===== config.mk =====
export PLATFORM = sky130hd
export DESIGN_NAME = regfile_wb_arbiter_flat
export DESIGN_NICKNAME = d
export VERILOG_FILES = /design/src/rtl/regfile_wb_arbiter_pkg.sv /design/src/rtl/regfile_wb_arbiter_if.sv /design/src/rtl/regfile_wb_arbiter_rf_scoreboard.sv /design/src/rtl/regfile_wb_arbiter.sv /design/src/flat_wrapper.sv
export SDC_FILE = /design/constraint.sdc
export NUM_CORES = 1
export LEC_CHECK = 0
export ABC_AREA = 1
export CAP_MARGIN = 25
export CELL_PAD_IN_SITES_DETAIL_PLACEMENT = 1
export CELL_PAD_IN_SITES_GLOBAL_PLACEMENT = 1
export CORE_MARGIN = 5
export CORE_UTILIZATION = 26
export DETAILED_ROUTE_END_ITERATION = 10
export PLACE_DENSITY = 0.84
export SLEW_MARGIN = 0
export SYNTH_ARGS = -nofsm -noshare
export SYNTH_HDL_FRONTEND = slang
export SYNTH_SLANG_ARGS = --single-unit
export TNS_END_PERCENT = 10

===== constraint.sdc =====
create_clock -name cpu_clk -period 2.5 [get_ports cpu_clk]
set_input_delay 0.625 -clock cpu_clk [delete_from_list [all_inputs] [get_ports cpu_clk]]
set_output_delay 0.625 -clock cpu_clk [all_outputs]
set_load 0.005 [all_outputs]

===== src/rtl/regfile_wb_arbiter_pkg.sv =====
// Shared types and constants for the register-file write-back arbiter slice.
// Contents: datapath width, register address width, arbiter FSM state enum,
// and the packed write-port payload (destination + data).
package regfile_wb_arbiter_pkg;

  localparam int unsigned XLEN       = 32;
  localparam int unsigned REG_ADDR_W = 5;
  localparam int unsigned NUM_REGS   = 32;

  // PIPE: pipeline owns the write port; FORCE: a starved MDU result preempts it
  typedef enum logic [0:0] {
    PIPE  = 1'b0,
    FORCE = 1'b1
  } arb_state_e;

  // One write into the register file
  typedef struct packed {
    logic [REG_ADDR_W-1:0] rd;
    logic [XLEN-1:0]       data;
  } wb_payload_t;

endpackage


===== src/rtl/regfile_wb_arbiter_if.sv =====
// Bundle of the WB-stage, MDU, decode and register-file write signals around
// regfile_wb_arbiter.
//   master : pipeline/MDU/decode side (drives requests, sees grants and stalls)
//   slave  : the arbiter itself
// Optional macro RF_WB_FWD_EN adds the write-port forwarding signals
// (fwd_rs1_hit, fwd_rs2_hit, fwd_data).
interface regfile_wb_arbiter_if;
  import regfile_wb_arbiter_pkg::*;

  logic                  stall_in;
  logic                  pipe_wb_valid;
  logic [REG_ADDR_W-1:0] pipe_rd;
  logic [XLEN-1:0]       pipe_wb_data;
  logic                  mdu_issue;
  logic [REG_ADDR_W-1:0] mdu_issue_rd;
  logic                  mdu_res_valid;
  logic [REG_ADDR_W-1:0] mdu_res_rd;
  logic [XLEN-1:0]       mdu_res_data;
  logic                  mdu_res_ready;
  logic [REG_ADDR_W-1:0] dec_rs1;
  logic [REG_ADDR_W-1:0] dec_rs2;
  logic [REG_ADDR_W-1:0] dec_rd;
  logic                  dec_wr;
  logic                  hazard_stall;
  logic                  wb_stall;
  logic [REG_ADDR_W-1:0] rf_rd;
  logic [XLEN-1:0]       rf_wb;
  logic                  rf_wb_sig;
  logic [NUM_REGS-1:0]   busy;
`ifdef RF_WB_FWD_EN
  logic                  fwd_rs1_hit;
  logic                  fwd_rs2_hit;
  logic [XLEN-1:0]       fwd_data;
`endif

  modport master (
    output stall_in, pipe_wb_valid, pipe_rd, pipe_wb_data,
    output mdu_issue, mdu_issue_rd, mdu_res_valid, mdu_res_rd, mdu_res_data,
    output dec_rs1, dec_rs2, dec_rd, dec_wr,
    input  mdu_res_ready, hazard_stall, wb_stall, rf_rd, rf_wb, rf_wb_sig, busy
`ifdef RF_WB_FWD_EN
    , input fwd_rs1_hit, fwd_rs2_hit, fwd_data
`endif
  );

  modport slave (
    input  stall_in, pipe_wb_valid, pipe_rd, pipe_wb_data,
    input  mdu_issue, mdu_issue_rd, mdu_res_valid, mdu_res_rd, mdu_res_data,
    input  dec_rs1, dec_rs2, dec_rd, dec_wr,
    output mdu_res_ready, hazard_stall, wb_stall, rf_rd, rf_wb, rf_wb_sig, busy
`ifdef RF_WB_FWD_EN
    , output fwd_rs1_hit, fwd_rs2_hit, fwd_data
`endif
  );

endinterface


===== src/rtl/regfile_wb_arbiter_rf_scoreboard.sv =====
// Busy scoreboard of outstanding MDU destinations plus the decode hazard compare.
// Ports:
//   cpu_clk, rst        clock, synchronous active-high reset
//   issue, issue_rd     MDU op issued by decode (accepted only without hazard)
//   clr_en, clr_rd      MDU result written this cycle
//   dec_rs1/rs2/rd/wr   decode operands
//   busy                bit n set while an MDU write to xn is outstanding
//   hazard_stall        RAW/WAW conflict against a busy register
// With RF_WB_FWD_EN, a busy source being written this cycle does not stall.
module rf_scoreboard
  import regfile_wb_arbiter_pkg::*;
(
  input  logic                  cpu_clk,
  input  logic                  rst,
  input  logic                  issue,
  input  logic [REG_ADDR_W-1:0] issue_rd,
  input  logic                  clr_en,
  input  logic [REG_ADDR_W-1:0] clr_rd,
  input  logic [REG_ADDR_W-1:0] dec_rs1,
  input  logic [REG_ADDR_W-1:0] dec_rs2,
  input  logic [REG_ADDR_W-1:0] dec_rd,
  input  logic                  dec_wr,
  output logic [NUM_REGS-1:0]   busy,
  output logic                  hazard_stall
);

  logic [NUM_REGS-1:0] busy_q, busy_d;
  logic                src1_busy, src2_busy, dst_busy;

  // Source/destination conflict detection
  always_comb begin
    src1_busy = (dec_rs1 != '0) & busy_q[dec_rs1];
    src2_busy = (dec_rs2 != '0) & busy_q[dec_rs2];
    dst_busy  = dec_wr & (dec_rd != '0) & busy_q[dec_rd];
`ifdef RF_WB_FWD_EN
    // The result landing now is forwarded, so that source is no longer a hazard
    if (clr_en && (clr_rd == dec_rs1)) src1_busy = 1'b0;
    if (clr_en && (clr_rd == dec_rs2)) src2_busy = 1'b0;
`endif
    hazard_stall = ~rst & (src1_busy | src2_busy | dst_busy);
  end

  // Set on accepted issue wins over a same-cycle clear of the same register
  always_comb begin
    busy_d = busy_q;
    if (clr_en)                busy_d[clr_rd]   = 1'b0;
    if (issue & ~hazard_stall) busy_d[issue_rd] = 1'b1;
    busy_d[0] = 1'b0;
  end

  always_ff @(posedge cpu_clk) begin
    if (rst) busy_q <= '0;
    else     busy_q <= busy_d;
  end

  assign busy = rst ? '0 : busy_q;

endmodule


===== src/rtl/regfile_wb_arbiter.sv =====
// Shares the register file's single write port between the pipeline WB stage
// and the multi-cycle MDU, and tracks outstanding MDU destinations for decode
// hazard stalls.
// Ports:
//   cpu_clk, rst  clock, synchronous active-high reset
//   bus           regfile_wb_arbiter_if.slave: WB request, MDU result handshake,
//                 decode operands, register-file write port, busy, stalls
// Parameters:
//   MAX_WAIT      refused MDU cycles before the MDU preempts the pipeline (>=1)
//   WAIT_W        wait counter width, must hold MAX_WAIT
// Optional macro RF_WB_FWD_EN: forward the value on the write port to decode.
module regfile_wb_arbiter
  import regfile_wb_arbiter_pkg::*;
#(
  parameter int unsigned MAX_WAIT = 4,
  parameter int unsigned WAIT_W   = 3
) (
  input  logic               cpu_clk,
  input  logic               rst,
  regfile_wb_arbiter_if.slave bus
);

  localparam int unsigned CNT_W = WAIT_W + 1;

  arb_state_e        state_q, state_d;
  logic [WAIT_W-1:0] wait_q, wait_d;
  logic [CNT_W-1:0]  wait_inc;
  logic              pipe_go;
  logic              pipe_grant, mdu_grant, mdu_refused;
  logic              wb_stall;
  wb_payload_t       win;
  logic              rf_wb_sig;

  assign pipe_go  = bus.pipe_wb_valid & ~bus.stall_in;
  assign wait_inc = CNT_W'(wait_q) + CNT_W'(1);

  // State register
  always_ff @(posedge cpu_clk) begin
    if (rst) begin
      state_q <= PIPE;
      wait_q  <= '0;
    end else begin
      state_q <= state_d;
      wait_q  <= wait_d;
    end
  end

  // Next state: count refusals in PIPE; FORCE lasts a single cycle
  always_comb begin
    state_d = state_q;
    wait_d  = wait_q;
    case (state_q)
      PIPE: begin
        if (mdu_grant) begin
          wait_d = '0;
        end else if (mdu_refused) begin
          if (wait_q < WAIT_W'(MAX_WAIT)) wait_d = wait_q + WAIT_W'(1);
          if (wait_inc >= CNT_W'(MAX_WAIT)) state_d = FORCE;
        end
      end
      FORCE: begin
        state_d = PIPE;
        wait_d  = '0;
      end
      default: begin
        state_d = PIPE;
        wait_d  = '0;
      end
    endcase
  end

  // Outputs: grant selection and write-port mux
  always_comb begin
    pipe_grant  = 1'b0;
    mdu_grant   = 1'b0;
    mdu_refused = 1'b0;
    wb_stall    = 1'b0;
    win         = '0;
    if (!rst) begin
      case (state_q)
        PIPE: begin
          if (pipe_go)                pipe_grant = 1'b1;
          else if (bus.mdu_res_valid) mdu_grant  = 1'b1;
        end
        FORCE: begin
          // Holding WB keeps the preempted pipe result alive for next cycle
          if (bus.mdu_res_valid) begin
            mdu_grant = 1'b1;
            wb_stall  = 1'b1;
          end
        end
        default: ;
      endcase
      mdu_refused = bus.mdu_res_valid & ~mdu_grant;
    end
    if (pipe_grant) begin
      win.rd   = bus.pipe_rd;
      win.data = bus.pipe_wb_data;
    end else if (mdu_grant) begin
      win.rd   = bus.mdu_res_rd;
      win.data = bus.mdu_res_data;
    end
    // x0 is hardwired: a write to it is accepted but suppressed
    rf_wb_sig = (pipe_grant | mdu_grant) & (win.rd != '0);
  end

  assign bus.rf_rd         = win.rd;
  assign bus.rf_wb         = win.data;
  assign bus.rf_wb_sig     = rf_wb_sig;
  assign bus.mdu_res_ready = mdu_grant;
  assign bus.wb_stall      = wb_stall;

`ifdef RF_WB_FWD_EN
  assign bus.fwd_rs1_hit = rf_wb_sig & (win.rd == bus.dec_rs1) & (bus.dec_rs1 != '0);
  assign bus.fwd_rs2_hit = rf_wb_sig & (win.rd == bus.dec_rs2) & (bus.dec_rs2 != '0);
  assign bus.fwd_data    = win.data;
`endif

  rf_scoreboard u_scoreboard (
    .cpu_clk      (cpu_clk),
    .rst          (rst),
    .issue        (bus.mdu_issue),
    .issue_rd     (bus.mdu_issue_rd),
    .clr_en       (mdu_grant),
    .clr_rd       (bus.mdu_res_rd),
    .dec_rs1      (bus.dec_rs1),
    .dec_rs2      (bus.dec_rs2),
    .dec_rd       (bus.dec_rd),
    .dec_wr       (bus.dec_wr),
    .busy         (bus.busy),
    .hazard_stall (bus.hazard_stall)
  );

endmodule


===== src/flat_wrapper.sv =====
// flat-port wrapper written by rule: the top's interface ports become plain ports
module regfile_wb_arbiter_flat import regfile_wb_arbiter_pkg::*;
#(
  parameter int unsigned MAX_WAIT = 4,
  parameter int unsigned WAIT_W   = 3
)
  (cpu_clk, rst, bus_stall_in, bus_pipe_wb_valid, bus_pipe_rd, bus_pipe_wb_data, bus_mdu_issue, bus_mdu_issue_rd, bus_mdu_res_valid, bus_mdu_res_rd, bus_mdu_res_data, bus_dec_rs1, bus_dec_rs2, bus_dec_rd, bus_dec_wr, bus_mdu_res_ready, bus_hazard_stall, bus_wb_stall, bus_rf_rd, bus_rf_wb, bus_rf_wb_sig, bus_busy);
  regfile_wb_arbiter_if bus_i ();
  input  logic cpu_clk;
  input  logic rst;
  input wire logic [$bits(bus_i.stall_in)-1:0] bus_stall_in;
  input wire logic [$bits(bus_i.pipe_wb_valid)-1:0] bus_pipe_wb_valid;
  input wire logic [$bits(bus_i.pipe_rd)-1:0] bus_pipe_rd;
  input wire logic [$bits(bus_i.pipe_wb_data)-1:0] bus_pipe_wb_data;
  input wire logic [$bits(bus_i.mdu_issue)-1:0] bus_mdu_issue;
  input wire logic [$bits(bus_i.mdu_issue_rd)-1:0] bus_mdu_issue_rd;
  input wire logic [$bits(bus_i.mdu_res_valid)-1:0] bus_mdu_res_valid;
  input wire logic [$bits(bus_i.mdu_res_rd)-1:0] bus_mdu_res_rd;
  input wire logic [$bits(bus_i.mdu_res_data)-1:0] bus_mdu_res_data;
  input wire logic [$bits(bus_i.dec_rs1)-1:0] bus_dec_rs1;
  input wire logic [$bits(bus_i.dec_rs2)-1:0] bus_dec_rs2;
  input wire logic [$bits(bus_i.dec_rd)-1:0] bus_dec_rd;
  input wire logic [$bits(bus_i.dec_wr)-1:0] bus_dec_wr;
  output wire logic [$bits(bus_i.mdu_res_ready)-1:0] bus_mdu_res_ready;
  output wire logic [$bits(bus_i.hazard_stall)-1:0] bus_hazard_stall;
  output wire logic [$bits(bus_i.wb_stall)-1:0] bus_wb_stall;
  output wire logic [$bits(bus_i.rf_rd)-1:0] bus_rf_rd;
  output wire logic [$bits(bus_i.rf_wb)-1:0] bus_rf_wb;
  output wire logic [$bits(bus_i.rf_wb_sig)-1:0] bus_rf_wb_sig;
  output wire logic [$bits(bus_i.busy)-1:0] bus_busy;
  assign bus_i.stall_in = bus_stall_in;
  assign bus_i.pipe_wb_valid = bus_pipe_wb_valid;
  assign bus_i.pipe_rd = bus_pipe_rd;
  assign bus_i.pipe_wb_data = bus_pipe_wb_data;
  assign bus_i.mdu_issue = bus_mdu_issue;
  assign bus_i.mdu_issue_rd = bus_mdu_issue_rd;
  assign bus_i.mdu_res_valid = bus_mdu_res_valid;
  assign bus_i.mdu_res_rd = bus_mdu_res_rd;
  assign bus_i.mdu_res_data = bus_mdu_res_data;
  assign bus_i.dec_rs1 = bus_dec_rs1;
  assign bus_i.dec_rs2 = bus_dec_rs2;
  assign bus_i.dec_rd = bus_dec_rd;
  assign bus_i.dec_wr = bus_dec_wr;
  assign bus_mdu_res_ready = bus_i.mdu_res_ready;
  assign bus_hazard_stall = bus_i.hazard_stall;
  assign bus_wb_stall = bus_i.wb_stall;
  assign bus_rf_rd = bus_i.rf_rd;
  assign bus_rf_wb = bus_i.rf_wb;
  assign bus_rf_wb_sig = bus_i.rf_wb_sig;
  assign bus_busy = bus_i.busy;
  regfile_wb_arbiter #(.MAX_WAIT(MAX_WAIT), .WAIT_W(WAIT_W)) u_core (.cpu_clk(cpu_clk), .rst(rst), .bus(bus_i));
endmodule

After elaboration in Yosys (flattened, before gate mapping)
Index checks and enable logic that the tools add are counted.
{ "word_totals": {"ff_bits": 36, "latchBits": 0, "mem_bits_rw": 0, "mem_bits_ro": 0, "memories": 0} }
{ "classes": {"n_addsub": 2, "n_mul": 0, "div": 0, "magnitude_cmp": 9, "eq_ne": 2, "shift": 0, "muxes": 34, "n_bitwise": 20, "n_reduce_logical": 7} }
{ "ops": {"columns": ["op", "count"], "rows": [
  ["32-bit 2-to-1 mux", 3],
  ["37-bit 2-to-1 mux", 2],
  ["32-bit bitwise AND", 1],
  ["32-bit inverter", 1],
  ["32-bit bitwise OR", 1],
  ["5-bit by 6-bit less-than comparator with 1-bit output (second input constant)", 5],
  ["5-bit nonzero test", 4],
  ["1-bit 2-to-1 mux", 18],
  ["1-bit binary-select mux with 5-bit select", 3],
  ["1-bit demux with 5-bit select", 2],
  ["5-bit by 1-bit >= comparator with 1-bit output (second input constant)", 2],
  ["1-bit bitwise AND", 9],
  ["3-bit 2-to-1 mux", 3],
  ["3-bit by 2-bit inequality test with 1-bit output (second input constant)", 2],
  ["3-bit case mux with 2 select lines", 1],
  ["1-bit inverter", 5],
  ["3-bit by 1-bit adder with 4-bit output (second input constant)", 1],
  ["4-bit by 3-bit >= comparator with 1-bit output (second input constant)", 1],
  ["1-bit case mux with 2 select lines", 2],
  ["3-bit by 1-bit adder with 3-bit output (second input constant)", 1],
  ["3-bit less-than comparator (second input constant)", 1],
  ["1-bit bitwise OR", 3],
  ["1-bit logical AND", 2],
  ["2-bit AND reduction", 1]
]} }

Logic depth before layout (Yosys ltp)
{ "logic_depth": {"ltp_word": 11, "depth_mapped": 19, "depth_no_buf": 16} }

Cells and area by module
From an unflattened synthesis, not the netlist that was laid out.
{ "unflattened": {"cells_unflattened": 655, "area_unflattened_um2": 3592.2} }
{ "modules_own_cells": {"columns": ["mod", "instances", "cells_each", "area_per_inst_um2", "seq_area_each_um2"], "rows": [
  ["rf_scoreboard", 1, 495, 2788.9, 620.6],
  ["regfile_wb_arbiter", 1, 160, 803.3, 80.1]
]} }

Worst setup path before layout
OpenSTA, ideal clock, no wires.
{ "synth_path": {"kind": "input port to output port", "startpoint": "input bus_dec_rs2[0]", "endpoint": "output bus_hazard_stall", "arrival_ns": 1.758, "required_ns": 1.875, "path_slack_ns": 0.117, "stages": 15, "cell_sequence": "buf_6 inv_6 buf_6 nand2_1 nand3_1 nand2_1 nand2_1 nand3_1 nand3_1 nand2_1 nor2_2 nand2_2 nand2_4 buf_12 inv_1"} }
{ "synth_between": {"elab_chain_cells": 6, "elab_cells_between_ends": 7, "classes_between": "2 x mux; 4 x bitwise; 1 x reduce/logical"} }
{ "synth_lines": {"columns": ["element", "line", "rtl"], "rows": [
  ["from (decl)", "flat_wrapper.sv:21", "input wire logic [$bits(bus_i.dec_rs2)-1:0] bus_dec_rs2;"],
  ["1-bit binary-select mux with 5-bit select", "regfile_wb_arbiter_rf_scoreboard.sv:33", "src2_busy = (dec_rs2 != '0) & busy_q[dec_rs2];"],
  ["1-bit 2-to-1 mux (not written as such)", "regfile_wb_arbiter_rf_scoreboard.sv:33", null],
  ["1-bit bitwise AND (*)", "regfile_wb_arbiter_rf_scoreboard.sv:33", null],
  ["1-bit bitwise OR (*) (2 in series)", "regfile_wb_arbiter_rf_scoreboard.sv:40", "hazard_stall = ~rst & (src1_busy | src2_busy | dst_busy);"],
  ["1-bit bitwise AND (*)", "regfile_wb_arbiter_rf_scoreboard.sv:40", null],
  ["to (decl)", "flat_wrapper.sv:25", "output wire logic [$bits(bus_i.hazard_stall)-1:0] bus_hazard_stall;"]
]} }
Mark *: on every way between the ends. The rest lies on a longest branch, timed or not. The select of a mux whose other input is x is not followed.

Worst setup path after layout
{ "layout_path": {"startpoint": "input bus_stall_in", "endpoint": "output bus_rf_wb_sig"} }
{ "layout_between": {"elab_chain_cells": 10, "elab_cells_between_ends": 14, "classes_between": "9 x mux; 4 x bitwise; 1 x reduce/logical"} }
{ "layout_lines": {"columns": ["element", "line", "rtl"], "rows": [
  ["from (decl)", "flat_wrapper.sv:11", "input wire logic [$bits(bus_i.stall_in)-1:0] bus_stall_in;"],
  ["1-bit inverter (*)", "regfile_wb_arbiter.sv:34", "assign pipe_go = bus.pipe_wb_valid & ~bus.stall_in;"],
  ["1-bit bitwise AND (*)", "regfile_wb_arbiter.sv:34", null],
  ["1-bit 2-to-1 mux", "regfile_wb_arbiter.sv:82", "if (pipe_go) pipe_grant = 1'b1;"],
  ["1-bit case mux with 2 select lines", "regfile_wb_arbiter.sv:80", "case (state_q)"],
  ["1-bit 2-to-1 mux (2 in series)", "regfile_wb_arbiter.sv:79", "if (!rst) begin"],
  ["37-bit 2-to-1 mux", "regfile_wb_arbiter.sv:99", "end else if (mdu_grant) begin"],
  ["37-bit 2-to-1 mux", "regfile_wb_arbiter.sv:96", "if (pipe_grant) begin"],
  ["5-bit nonzero test", "regfile_wb_arbiter.sv:104", "rf_wb_sig = (pipe_grant | mdu_grant) & (win.rd != '0);"],
  ["1-bit bitwise AND (*)", "regfile_wb_arbiter.sv:104", null],
  ["to (decl)", "flat_wrapper.sv:29", "output wire logic [$bits(bus_i.rf_wb_sig)-1:0] bus_rf_wb_sig;"]
]} }
Marked as above.

==> flow_summary.ini <==
[clock_network]
cts-hold-fix-buffers = 0
clockRootBuffer = clkbuf_16
cts_made_buffers = 5
path_clk_slew_ps = 60
insertion_delay_ps = 280
numClockSinks = 35
cts_buffer_depth = 2
h-tree-depth = 2
cts_tree = done

[placement]
numPortBuffers = 172
dp_slack_ps = -984.2
gp_congestion = 0.9709
place_area_um2 = 5619
dp_hpwl_um = 15640

[critical_path]
crit_chain = buf_6 > nand3b_1 > nand2_2 > buf_6 > buf_6 > o21ai_4 > nor4_4 > nand2_1 > buf_6
start_kind = input pin
worst_path_largest_cell_delay_ps = 330
worstPathArrival_ps = 2070
required_ps = 1880
crit_top_cell = buf_6
cp_slowest_cell = nor4_4
end_kind = output port
critPathMaxFanout = 3
crit_type = input pin to output port

[layout]
nets = 932
fillCellCount = 1667
design_area_um2 = 6362
area_delta_synth_final_pct = 85.18
regArea_um2 = 700.7
multi_input_area_um2 = 2381
drive_gt1_share_pct = 26.96
diodes = 0

[synth]
synth_nets = 680
synth_top_cell_by_area = dfxtp_1
synth_edf_count = 0
syn_area_um2 = 3436
synth_most_common_cell = nand2_1
synth_top_area_share_pct = 20.39
syn_inst = 578
synth.ff_latch_count = 35
synth.area.top_cells = dfxtp_1 (20%), nand2_1 (18%), nor2_1 (8.8%)
synth-main-ff-cell = dfxtp_1
synth-warning-count = 0
ys_async_sr_fraction_pct = 0
synthDistinctLibCells = 30
synth_common_cells = nand2_1 (163), nor2_1 (81), inv_1 (64)
postSynthAreaPerCell_um2 = 5.944
yosysSeqAreaShare_pct = 20.39

[detailed_routing]
wire_per_inst_um = 21.13
dr.pass1.iters = 5
vias = 5199
detail-route-antenna-nets = 0
vias_per_cell = 5.163
drt_iter0_drc = 337
drc_errors = 0
wl_um = 21270

[floorplanning]
core_um2 = 13090
dieArea_um2 = 15610
die_w_um = 125.0
io_pins = 174
fp.dieH_um = 125.0
start_util_pct = 26.26
row_count = 42

[power_and_ir_drop]
ir_worst_vdd_uv = 212.2
power_leakage_uw = 0.003007
power_density_nw_per_um2 = 317.6
power_uw = 2020

[timing]
post-route-min-period_ps = 2691
setup_viol = 18
slew_violations = 0
final_hold_viol_count = 0
finClkSkew_ps = 6.300
fmax_mhz = 371.6
timing.final.crit_share_pct = 107.6
fin_ws_ps = -190.9
rsz0062_at_grt = yes

[global_routing]
grt_overflow_total = 0
grt_pass1_wl_um = 32220
grt_max_degree = 32
grt_usage_pct = 25.98
grt_antenna_before_repair = 0
first_global_vias = 5795

[hold_path]
hp-class = flip-flop to flip-flop

[run]
drv_cap = 0

[status]
violations = setup timing
outcome = complete, but fails checks
stage by stage:
step                      cells  hold slack (ps)  setup TNS [ps]  util [%]
after floorplan             578            447.7               0         -
after CTS                  1001            493.0          -262.8     48.55
after global routing       1007            500.9           -2262     48.62
final                      1007            494.7           -1204     48.62
after detailed placement    959            484.3          -52790     42.94
after global placement      959            456.2          -50890     42.94
cells by family (layout without fill, tap and decap cells):
group           after synthesis  count (layout)  share of synthesized area (%)
simple gates                339             339                          45.30
buf+inv                      96             349                          14.39
other cells                   1               1                         0.1091
flops                        35              35                          20.39
compound gates              106             106                          19.45
fa+ha+maj                     1               1                         0.3641
critical path, delay by kind of cell:
kind	cells	cell delay (ps)
AO/OA/AOI/OAI	1	70
AND/OR/NAND/NOR	4	880
buffers and inverters	4	480
path summary, 6_finish.rpt:
check,cells after the start,start,to,slack [ps]
setup reg to reg,16,u_core.u_scoreboard.busy_q[2]$_SDFF_PP0_,u_core.u_scoreboard.busy_q[5]$_SDFF_PP0_,290
hold reg to reg,2,u_core.wait_q[0]$_SDFFE_PP0P_,u_core.wait_q[0]$_SDFFE_PP0P_,490
setup / recovery,9,bus_stall_in,bus_rf_wb_sig,-190
hold / removal,2,u_core.wait_q[0]$_SDFFE_PP0P_,u_core.wait_q[0]$_SDFFE_PP0P_,490
area by class of cell:
class | instances | area share [%]
clock buffer | 8 | 2.458
inverter | 68 | 4.326
multi-input combinational | 447 | 37.42
sequential | 35 | 11.01
timing repair inverter | 2 | 0.2557
timing repair buffer | 271 | 41.06
tap | 176 | 3.461
state kept, by name, indices dropped and copies added (netlist names):
name,cells
u_core.u_scoreboard.busy_q,31
u_core.wait_q,3
u_core.state_q,1
placed cells by master (no fill, tap or decap), types with 2 or more instances in the layout:
cell,Yosys,layout
nand2_1,163,155
nor2_1,81,72
o21ai_4,0,3
nand3b_1,3,3
o21ai_1,0,2
clkbuf_16,0,5
buf_4,1,68
inv_2,2,6
o21ai_0,49,44
nor2_4,0,3
buf_2,5,25
nand2_2,2,9
clkdlybuf4s50_1,0,116
inv_6,1,2
buf_6,9,34
clkbuf_2,0,3
dfxtp_1,35,35
dlygate4sd2_1,0,4
buf_8,0,4
clkdlybuf4s15_1,0,2
nor2_2,1,7
nand3_1,56,56
o211ai_1,4,4
a21oi_1,18,17
a22o_1,32,30
nand3_2,29,29
nand2_4,1,2
buf_12,3,6
inv_1,64,59
bufbuf_16,0,3
clkdlybuf4s15_2,0,4
a22o_4,0,2
clkbuf_8,0,2
metal layers:
| layer | global-route usage (%) | vias to the layer above | part of all wire (%) |
|---|---|---|---|
| met5 | 0 | - | 0 |
| met4 | 13.01 | 0 | 5.4 |
| met3 | 4.691 | 64 | 6.9 |
| met2 | 49.62 | 261 | 52 |
| met1 | 27.11 | 2485 | 36 |
| li1 | - | 2389 | - |
power by group:
| part | switching, µW | internal (µW) | leakage, µW |
|---|---|---|---|
| combinational | 378 | 405 | 0.00265 |
| clock | 243 | 425 | 0.0000772 |
| sequential | 5.31 | 564 | 0.000282 |
| total | 627 | 1390 | 0.00301 |
repair_timing:
item                       in CTS  in global routing
setup endpoints to repair     103                 40
gates cloned                   10                  0
pin swaps                      30                 10
setup buffers                  25                  9
resized for setup             252                 48
Power figures use the tool's default switching activity.
